[src/rtl/sd_access_arbiter.sv]
// Two-port round-robin arbiter in front of a single SPI SD controller.
// Sequences the rd/wr/ready handshake, holds the sector address, and aborts hung transfers.

module sd_port_lane (
  input  logic gnt,
  input  logic we,
  input  logic byte_av,
  input  logic next_byte,
  input  logic done_any,
  output logic rvalid,
  output logic wnext,
  output logic done
);
  assign rvalid = gnt & ~we & byte_av;
  assign wnext  = gnt &  we & next_byte;
  assign done   = gnt & done_any;
endmodule

module sd_access_arbiter #(
  parameter logic [23:0] TIMEOUT_CYCLES   = 24'd5_000_000,
  parameter int          RST_PULSE_CYCLES = 4
) (
  input  logic        clk,
  input  logic        reset_n,
  input  logic        p0_req,
  input  logic        p1_req,
  input  logic        p0_we,
  input  logic        p1_we,
  input  logic [31:0] p0_addr,
  input  logic [31:0] p1_addr,
  input  logic [7:0]  p0_wdata,
  input  logic [7:0]  p1_wdata,
  output logic        p0_gnt,
  output logic        p1_gnt,
  output logic        p0_wnext,
  output logic        p1_wnext,
  output logic        p0_rvalid,
  output logic        p1_rvalid,
  output logic [7:0]  rdata,
  output logic        p0_done,
  output logic        p1_done,
  output logic        err,
  output logic        sd_rd,
  output logic        sd_wr,
  output logic [31:0] sd_address,
  output logic [7:0]  sd_din,
  output logic        sd_reset,
  input  logic        sd_ready,
  input  logic        sd_byte_available,
  input  logic        sd_ready_for_next_byte,
  input  logic [7:0]  sd_dout
);

  localparam int NUM_PORTS = 2;
  localparam int RW = $clog2(RST_PULSE_CYCLES + 1);
  localparam logic [RW-1:0] RST_LAST = RW'(RST_PULSE_CYCLES - 1);
  localparam logic [9:0]    SECTOR_BYTES = 10'd512;

  typedef enum logic [2:0] {
    WAIT_INIT, IDLE, ISSUE, WAIT_START, XFER, DONE, ABORT
  } state_t;

  state_t state, state_nx;

  logic [NUM_PORTS-1:0]       req, p_we, gnt, rvalid, wnext, done;
  logic [NUM_PORTS-1:0][31:0] p_addr;
  logic [NUM_PORTS-1:0][7:0]  p_wdata;

  logic          we_q, last_grant, pick;
  logic [9:0]    byte_cnt;
  logic [23:0]   wd_cnt;
  logic [RW-1:0] rst_cnt;
  logic          timeout, done_any;

  assign req     = {p1_req, p0_req};
  assign p_we    = {p1_we, p0_we};
  assign p_addr  = {p1_addr, p0_addr};
  assign p_wdata = {p1_wdata, p0_wdata};

  // On a tie the port that did not win last time goes next.
  always_comb begin
    if (req[0] && req[1]) pick = ~last_grant;
    else                  pick = req[1];
  end

  // Watchdog allows TIMEOUT_CYCLES cycles across WAIT_START+XFER.
  assign timeout = (wd_cnt == TIMEOUT_CYCLES - 24'd1);

  always_ff @(posedge clk or negedge reset_n) begin
    if (!reset_n) state <= WAIT_INIT;
    else          state <= state_nx;
  end

  always_comb begin
    state_nx = state;
    sd_rd    = 1'b0;
    sd_wr    = 1'b0;
    sd_reset = 1'b0;
    done_any = 1'b0;
    err      = 1'b0;
    case (state)
      WAIT_INIT:  if (sd_ready) state_nx = IDLE;
      IDLE:       if (|req) state_nx = ISSUE;
      ISSUE: begin
        if (sd_ready) begin
          sd_rd    = ~we_q;
          sd_wr    = we_q;
          state_nx = WAIT_START;
        end
      end
      WAIT_START: begin
        if (!sd_ready)    state_nx = XFER;
        else if (timeout) state_nx = ABORT;
      end
      XFER: begin
        if (sd_ready)     state_nx = DONE;
        else if (timeout) state_nx = ABORT;
      end
      DONE: begin
        done_any = 1'b1;
        err      = ~we_q & (byte_cnt != SECTOR_BYTES);
        state_nx = IDLE;
      end
      ABORT: begin
        sd_reset = 1'b1;
        done_any = (rst_cnt == '0);
        err      = (rst_cnt == '0);
        if (rst_cnt == RST_LAST) state_nx = WAIT_INIT;
      end
      default: state_nx = WAIT_INIT;
    endcase
  end

  always_ff @(posedge clk or negedge reset_n) begin
    if (!reset_n) begin
      gnt        <= '0;
      we_q       <= 1'b0;
      last_grant <= 1'b1;
      sd_address <= '0;
      byte_cnt   <= '0;
      wd_cnt     <= '0;
      rst_cnt    <= '0;
    end else begin
      case (state)
        IDLE: begin
          if (|req) begin
            gnt        <= pick ? 2'b10 : 2'b01;
            we_q       <= p_we[pick];
            sd_address <= p_addr[pick];
            last_grant <= pick;
            byte_cnt   <= '0;
          end
        end
        ISSUE:      wd_cnt <= '0;
        WAIT_START: wd_cnt <= wd_cnt + 24'd1;
        XFER: begin
          wd_cnt <= wd_cnt + 24'd1;
          if (sd_byte_available && !we_q) byte_cnt <= byte_cnt + 10'd1;
        end
        DONE: gnt <= '0;
        ABORT: begin
          gnt     <= '0;
          rst_cnt <= (rst_cnt == RST_LAST) ? '0 : rst_cnt + RW'(1);
        end
        default: ;
      endcase
    end
  end

  for (genvar i = 0; i < NUM_PORTS; i++) begin : g_lane
    sd_port_lane u_lane (
      .gnt       (gnt[i]),
      .we        (we_q),
      .byte_av   (sd_byte_available),
      .next_byte (sd_ready_for_next_byte),
      .done_any  (done_any),
      .rvalid    (rvalid[i]),
      .wnext     (wnext[i]),
      .done      (done[i])
    );
  end

  always_comb begin
    sd_din = '0;
    for (int i = 0; i < NUM_PORTS; i++)
      if (gnt[i]) sd_din = p_wdata[i];
  end

  assign rdata     = (|gnt) ? sd_dout : 8'h00;
  assign p0_gnt    = gnt[0];
  assign p1_gnt    = gnt[1];
  assign p0_rvalid = rvalid[0];
  assign p1_rvalid = rvalid[1];
  assign p0_wnext  = wnext[0];
  assign p1_wnext  = wnext[1];
  assign p0_done   = done[0];
  assign p1_done   = done[1];

endmodule

[config.mk]
export PLATFORM = sky130hd
export DESIGN_NAME = sd_access_arbiter
export DESIGN_NICKNAME = d
export VERILOG_FILES = /design/src/rtl/sd_access_arbiter.sv
export SDC_FILE = /design/constraint.sdc
export NUM_CORES = 1
export LEC_CHECK = 0
export CAP_MARGIN = 20
export CORE_UTILIZATION = 48
export CTS_CLUSTER_SIZE = 12
export DETAILED_ROUTE_END_ITERATION = 6
export PLACE_DENSITY = 0.91
export SYNTH_ARGS = -nofsm -noshare
export SYNTH_HDL_FRONTEND = slang
export SYNTH_SLANG_ARGS = --single-unit
[constraint.sdc]
create_clock -name clk -period 5.57 [get_ports clk]
set_clock_uncertainty 0.05 [all_clocks]
set_input_delay 0.8355 -clock clk [delete_from_list [all_inputs] [get_ports clk]]
set_output_delay 0.8355 -clock clk [all_outputs]
set_load 0.01 [all_outputs]
# Word level (Yosys, flattened, before mapping)
# Cells that the tools add are included.
# op_classes
n_reduce_logical,16
div,0
addsub,3
n_lt_le_gt_ge,1
n_bitwise,13
n_mul,0
n_eq_ne,14
muxes,31
shifts,0
# ops
cell,n
$mux 32,2
$pmux 24 s2,1
$add 24x1->24 const B,1
$eq 24x23->1 const B,1
$mux 3,8
$mux 8,3
$pmux 3 s7,1
$mux 10,2
$pmux 10 s2,1
$and 1x1->1,11
$add 10x1->10 const B,1
$ne 10x10->1 const B,1
$ne 2x2->1 const B,5
$eq 3x2->1 const B,3
$eq 3x3->1 const B,3
$mux 1,8
$reduce_or 2->1,4
$logic_not 3->1,2
$reduce_bool 2->1,3
$mux 2,2
$pmux 1 s2,2
$pmux 2 s2,1
$reduce_and 2->1,2
$reduce_and 4->1,1
other kinds (7),9
# word_totals
mem_bits_rw,0
mem_bits_ro,0
mem_count,0
in_bits,97
latchBits,0
regBits,76
wordCells,86

# Logic depth before layout (Yosys ltp)
# Gate-level depths: netlist of run 1.
# logic_depth
ltp_word,5
mapped_depth,6
ltp_nobuf,5

# Modules after synthesis
# From an unflattened synthesis of run 1, not the netlist that was laid out.
# unflattened
hier_cells,405
area_unflattened_um2,4061.4
# modules_own_cells
mod,n_inst,seq_area_each_um2,cells_each,area_per_inst_um2
sd_access_arbiter,1,1903.1,399,4016.4
sd_port_lane,2,0.0,3,22.5

# Worst setup path before layout of run 1
# No wires, ideal clock.
# synth_path
kind,register -> output
start,register state[1]
end,output port sd_rd
stages_incl_launch_ff,6
t_arrival_ns,1.558
n_path_buf,2
required_ns,4.685
slack_ns,3.127
cell_sequence,dfrtp_1 buf_2 nor2b_1 nand2_1 clkbuf_1 nor3b_1
# synth_between
elab_chain_cells,2
# synth_rtl
item,line_no,source
"start, declared",63,"state_t state, state_nx;"
"start signal, assigned",91,else state <= state_nx;
$eq 3x2->1,101,case (state)
$mux 1,101,
"end, declared",43,"output logic sd_rd,"
# No other way between the ends.

# Final worst setup path of run 1
# Ends and elaborated chain as after synthesis.

==> results of run 1 <==
==> cell type report <==
cell class / count / area share
clock buffers: 11 / 0.0239
clock inverters: 4 / 0.0125
inverters: 12 / 0.00763
multi-input cells: 312 / 0.344
flip-flops and latches: 76 / 0.322
well taps: 105 / 0.0222
repair buffers: 159 / 0.267
==> synth_stat cells, drive strengths merged, types with 2 or more instances <==
| library cell | instances | area, um^2 |
|---|---|---|
| a21boi | 2 | 15.0 |
| a21oi | 10 | 50.1 |
| a22o | 10 | 87.6 |
| a31oi | 4 | 25.0 |
| a32o | 2 | 20.0 |
| and2 | 2 | 12.5 |
| and3 | 6 | 37.5 |
| and3b | 2 | 17.5 |
| and4 | 6 | 52.6 |
| buf | 8 | 42.5 |
| clkbuf | 14 | 52.6 |
| dfrtp | 75 | 1880 |
| ha | 5 | 62.6 |
| inv | 12 | 45.0 |
| mux2i | 46 | 460 |
| nand2 | 63 | 236 |
| nand2b | 3 | 18.8 |
| nand3 | 9 | 45.0 |
| nand4 | 7 | 43.8 |
| nor2 | 15 | 56.3 |
| nor2b | 14 | 87.6 |
| nor3 | 10 | 50.1 |
| nor3b | 5 | 42.5 |
| nor4 | 5 | 37.5 |
| o211ai | 5 | 37.5 |
| o21a | 2 | 15.0 |
| o21ai | 46 | 230 |
| o22ai | 3 | 18.8 |
| o31ai | 6 | 45.0 |
| or3 | 4 | 25.0 |
| or3b | 2 | 20.0 |
| or4 | 3 | 22.5 |
| xnor2 | 3 | 26.3 |
| xor2 | 3 | 26.3 |
==> sequential cells by signal, summed over array words and instances (netlist names) <==
register and flops:
gnt 2, sd_address 32, last_grant 1, we_q 1, byte_cnt 10, rst_cnt 3
wd_cnt 24, state 3
==> cells by family (layout without fill, tap and decap cells) <==
family / count (synthesis) / after routing
AOI/OAI and AO/OA: 96 / 96
xor gates and xnor gates: 6 / 6
adders and majority gates: 5 / 5
buffers and inverters: 34 / 186
DFF: 76 / 76
muxes: 46 / 46
and+or+nand+nor: 159 / 159
==> through the flow <==
stage / setup WS, ns / util
floorplan: 3.13 / -
global placement: 2.51 / 0.696
detailed placement: 2.44 / 0.696
CTS: 2.07 / 0.722
global route: 1.90 / 0.722
finish: 2.08 / 0.722
==> where the power goes <==
| group | internal (W) | leakage, nW | switching [W] | total (W) |
|---|---|---|---|---|
| registers | 0.000715 | 0.993 | 0.000155 | 0.000870 |
| logic | 0.000559 | 1.34 | 0.000558 | 0.00112 |
| clock network | 0.000263 | 0.109 | 0.000199 | 0.000462 |
| total | 0.00154 | 2.44 | 0.000913 | 0.00245 |
==> critical path: cells and delay by family (launching register included) <==
family	cells	cell delay, ns
buffers and inverters	1	0.57
DFF	1	0.56
and+or+nand+nor	3	1.14
==> metal layers <==
metal,wire (um),track usage,vias to the layer above
li1,-,-,1817
met5,0,0,-
met4,282,0.0936,0
met3,615,0.0647,27
met1,4550,0.311,1839
met2,5570,0.454,134
==> how the worst max path moves through the flow <==
stage | start | endpoint | slack [ns] | cells past startpoint
2_1_floorplan | state[1] | sd_rd | 3.13 | 5
3_3_place_gp | sd_ready | sd_rd | 2.51 | 3
3_5_place_dp | state[1] | sd_rd | 2.44 | 4
4_1_cts | state[1] | sd_rd | 2.07 | 4
5_1_grt | state[1] | sd_rd | 1.90 | 4
6_report | state[1] | sd_rd | 2.08 | 4
==> impl_metrics.py, run 1 <==
metrics = {
    "run_status": {
        "status": "finished clean",
    },
    "synthesis": {
        "synth-edff-count": 0,
        "avgSynthCellArea_um2": 9.60,
        "synthMuxAreaShare": 0.114,
        "yosys_register_bits": 76,
        "synthAdderAreaFrac": 0.0154,
        "seq_area_frac_synth": 0.470,
        "syn_area_mm2": 0.00405,
        "async_flop_share": 1.00,
        "ys_warn_count": 0,
        "postSynthCellCount": 422,
        "synthFlopType": "dfrtp_1",
        "syn_nets": 524,
        "synth_compound_area_frac": 0.149,
        "synth_xor_area_frac": 0.0130,
        "yosys.cell_types.count": 49,
        "synthSimpleGateAreaFrac": 0.205,
        "synth_top_family_by_area": "simple AND/OR/NAND/NOR gates",
    },
    "grt": {
        "grt_pass1_vias": 3799,
        "grt_pass1_wl_mm": 17.7,
        "grt_max_degree": 69,
        "grt.total_usage": 0.261,
        "overflow": 0,
        "antenna_found_initial": 0,
    },
    "drt": {
        "drc": 0,
        "dr_total_vias": 3817,
        "wl_mm": 11.0,
        "antenna_left": 0,
        "drt_iter0_drc": 168,
        "vias_per_cell": 5.62,
        "detail_route.first_pass.iterations": 4,
        "wire_per_inst_um": 16.2,
    },
    "flow_run": {
        "drv_cap": 0,
    },
    "cts": {
        "cts_sinks": 76,
        "cts_setup_buffers": 0,
        "clk_path_buf_depth": 2,
        "cts-root-buf": "clkbuf_8",
        "clkTransAtPathRegs_ns": 0.08,
        "cts_tree": "yes",
        "clock_latency_ns": 0.34,
        "h-tree-depth": 3,
        "cts_made_buffers": 9,
        "cts_resized": 0,
        "ctsHoldBuffers": 0,
    },
    "sta": {
        "finalSetupViolations": 0,
        "fmax_ghz": 0.287,
        "setup_tns_ns": 0,
        "rsz0062_at_grt": "false",
        "holdWs_ns": 0.282,
        "slew_viol_final": 0,
        "fin_crit_ns": 3.49,
        "final_hold_viol_count": 0,
        "worst_slew_pin_slew_ns": 0.853,
        "finalCritPeriodShare": 0.626,
        "slew_headroom": 0.429,
    },
    "placement": {
        "place_area_mm2": 0.00569,
        "hpwl_mm": 8.33,
        "port_buffers": 156,
        "numPlacedInstances": 664,
        "routabilityCongestion": 0.829,
    },
    "final_layout": {
        "fillCellCount": 587,
        "final_cell_mix": "clkdlybuf4s50_1 (155), dfrtp_1 (75), nand2_1 (63)",
        "final_common_cell": "clkdlybuf4s50_1",
        "area_growth_pct": 45.7,
        "drive_gt1_frac": 0.0436,
        "regArea_mm2": 0.00190,
        "fin_area_mm2": 0.00591,
        "antenna_cells": 0,
        "nNetsFinal": 672,
        "fin_cells": 679,
        "multi_input_area_mm2": 0.00203,
    },
    "floorplanning": {
        "dieWidth_um": 93.9,
        "rows": 33,
        "io_pins": 157,
        "core_area_mm2": 0.00818,
        "start_util": 0.496,
        "dieArea_mm2": 0.00881,
        "fp.dieH_um": 93.9,
    },
    "power": {
        "powerDensity_mw_per_mm2": 415,
        "p_total_w": 0.00245,
        "max-vdd-ir-drop_uv": 254,
        "leakage_nw": 2.44,
    },
    "setup_path": {
        "r2r_slack_ns": 3.13,
        "cpPeakStageDelay_ns": 0.57,
        "cp.required_ns": 4.68,
        "cp_slowest_cell": "clkdlybuf4s50_1",
        "setup.worst_path.class": "reg2out",
        "startpoint_type": "flop",
        "r2r-end": "wd_cnt[23]",
        "path_cells": "nor2b_1 -> nand2_1 -> nor3b_1 -> clkdlybuf4s50_1",
        "cp-end-kind": "primary output",
        "r2r_cells": 4,
        "r2r_start": "state[2]",
        "crit_fanout": 19,
        "crit_arrival_ns": 2.60,
    },
    "min_path": {
        "hold_path.class": "in2async",
    },
}
Power figures use the tool's default switching activity.
==> run 2: changes to the inputs <==
Settings changed: CORE_UTILIZATION 48 to 44, PLACE_DENSITY 0.91 to 0.84.
Clock period 5.57 ns to 3.55 ns, I/O delays scaled along.
==> run 2 against run 1 <==
Against the previous run:
- the flow now finishes with violations (design-rule violations)
- die area rose by 8.9%
- flip-flop and latch count unchanged
- design area grew 0.40%
- sequential power is 57% higher
- clock-buffer cell count unchanged
- largest cell class unchanged
- highest routed layer unchanged
==> impl_metrics.py, run 2 (synthesis gave the netlist of run 1 again) <==
metrics = {
    "sta": {
        "fin_ws_ns": 0.695,
        "fmax_ghz": 0.350,
        "slew_viol_final": 0,
        "final_hold_viol_count": 0,
        "finalSetupViolations": 0,
        "slew_headroom": 0.438,
        "fin_crit_ns": 2.85,
        "rsz0062_at_grt": "false",
        "setup_tns_ns": 0,
        "worst_slew_pin_slew_ns": 0.843,
        "finalCritPeriodShare": 0.804,
    },
    "drt": {
        "detail_route.first_pass.iterations": 7,
        "wl_met1_mm": 4.60,
        "drc": 1,
        "dr_total_vias": 3718,
        "vias_per_cell": 5.44,
        "wl_met3_um": 650,
        "wl_mm": 10.9,
        "wire_per_inst_um": 15.9,
        "drt_iter0_drc": 151,
        "topRoutingLayerUsed": "met4",
        "routed-wl-met2_mm": 5.44,
        "antenna_left": 0,
    },
    "final_layout": {
        "largestRegisters": "sd_address (32), wd_cnt (24), byte_cnt (10)",
        "antenna_cells": 0,
        "regMostFlops": "sd_address",
        "drive_gt1_frac": 0.0452,
        "largest_reg_flops": 32,
        "final_cell_mix": "clkdlybuf4s50_1 (155), dfrtp_1 (75), nand2_1 (63)",
        "area_growth_pct": 46.3,
        "final_common_cell": "clkdlybuf4s50_1",
        "fin_cells": 683,
        "nNetsFinal": 673,
    },
    "placement": {
        "port_buffers": 156,
        "post-place-ws_ns": 1.01,
        "numPlacedInstances": 668,
        "hpwl_mm": 8.36,
        "routabilityCongestion": 0.855,
    },
    "floorplanning": {
        "core_area_mm2": 0.00881,
        "start_util": 0.460,
        "rows": 34,
        "io_pins": 157,
        "dieWidth_um": 98.0,
        "fp.dieH_um": 98.0,
        "dieArea_mm2": 0.00960,
    },
    "cts": {
        "cts-root-buf": "clkbuf_8",
        "cts_resized": 0,
        "cts_tree": "yes",
        "cts_setup_buffers": 0,
        "clkTransAtPathRegs_ns": 0.08,
        "cts_sinks": 76,
        "ctsHoldBuffers": 0,
        "clk_path_buf_depth": 2,
        "cts_made_buffers": 9,
        "clock_latency_ns": 0.34,
        "h-tree-depth": 3,
    },
    "grt": {
        "grt_max_degree": 51,
        "antenna_found_initial": 0,
        "overflow": 0,
        "grt_pass1_wl_mm": 18.1,
        "grt.total_usage": 0.238,
        "grt_pass1_vias": 3632,
    },
    "min_path": {
        "hold_path.class": "in2async",
    },
    "setup_path": {
        "crit_arrival_ns": 2.27,
        "crit_fanout": 13,
        "path_cells": "nor2b_1 -> and3b_1 -> o21ai_0 -> nor2_1 -> clkdlybuf4s50_1",
        "r2r_slack_ns": 1.17,
        "cpPeakStageDelay_ns": 0.57,
        "critPathTopFamily": "simple AND/OR/NAND/NOR gates",
        "startpoint_type": "flop",
        "r2r_start": "state[2]",
        "cp_num_buf_inv": 1,
        "setup.worst_path.class": "reg2out",
        "cp-end-kind": "primary output",
        "r2r-end": "wd_cnt[20]",
        "cp_slowest_cell": "dfrtp_1",
        "r2r_cells": 4,
        "cp.required_ns": 2.97,
    },
    "run_status": {
        "violations": "design-rule violations",
        "status": "complete, but fails checks",
    },
    "power": {
        "max-vdd-ir-drop_uv": 431,
        "leakage_nw": 2.45,
        "powerDensity_mw_per_mm2": 648,
    },
    "flow_run": {
        "drv_cap": 0,
    },
}
==> run 2: cell count changes in the layout (fill, tap and decap cells not counted), sizes merged <==
cell  previous run  this run
buf              4         5
==> run 2: how the worst max path moves through the flow <==
stage | start | end | depth (start not counted)
finish | state[1] | p1_done | 5
floorplan | state[1] | sd_rd | 5
global route | state[1] | p0_done | 5
detailed placement | sd_ready | sd_rd | 3
CTS | state[1] | p1_done | 5
global placement | state[1] | p1_done | 5
==> run 2: report_power, final <==
group          switching, W  leakage (nW)  total, W  internal (W)
combinational      0.000859          1.35   0.00175      0.000887
clock              0.000321         0.109  0.000733      0.000412
sequential         0.000244         0.993   0.00137       0.00112
total               0.00142          2.45   0.00384       0.00242
==> run 2: cell type report <==
type	count	area, um^2
Multi-Input combinational cell	312	2030
Inverter	12	45.0
Timing Repair Buffer	160	1600
Fill cell	703	2880
Clock buffer	11	141
Tap cell	108	135
Clock inverter	4	73.8
Sequential cell	76	1900
==> run 2: metal layers <==
metal	track usage	vias to the layer above
met4	0.0862	0
li1	-	1821
met2	0.399	110
met5	0	-
met1	0.295	1770
met3	0.0630	17
==> run 2: stage by stage <==
step | util | instance area [um^2] | total power, W | hold slack (ns)
2_1_floorplan | - | 4050 | 0.00222 | 0.187
3_5_place_dp | 0.649 | 5710 | 0.00314 | 0.422
3_3_place_gp | 0.649 | 5710 | 0.00308 | 0.412
6_report | 0.673 | 5930 | 0.00384 | 0.232
5_1_grt | 0.673 | 5930 | 0.00411 | 0.292
4_1_cts | 0.673 | 5930 | 0.00388 | 0.251
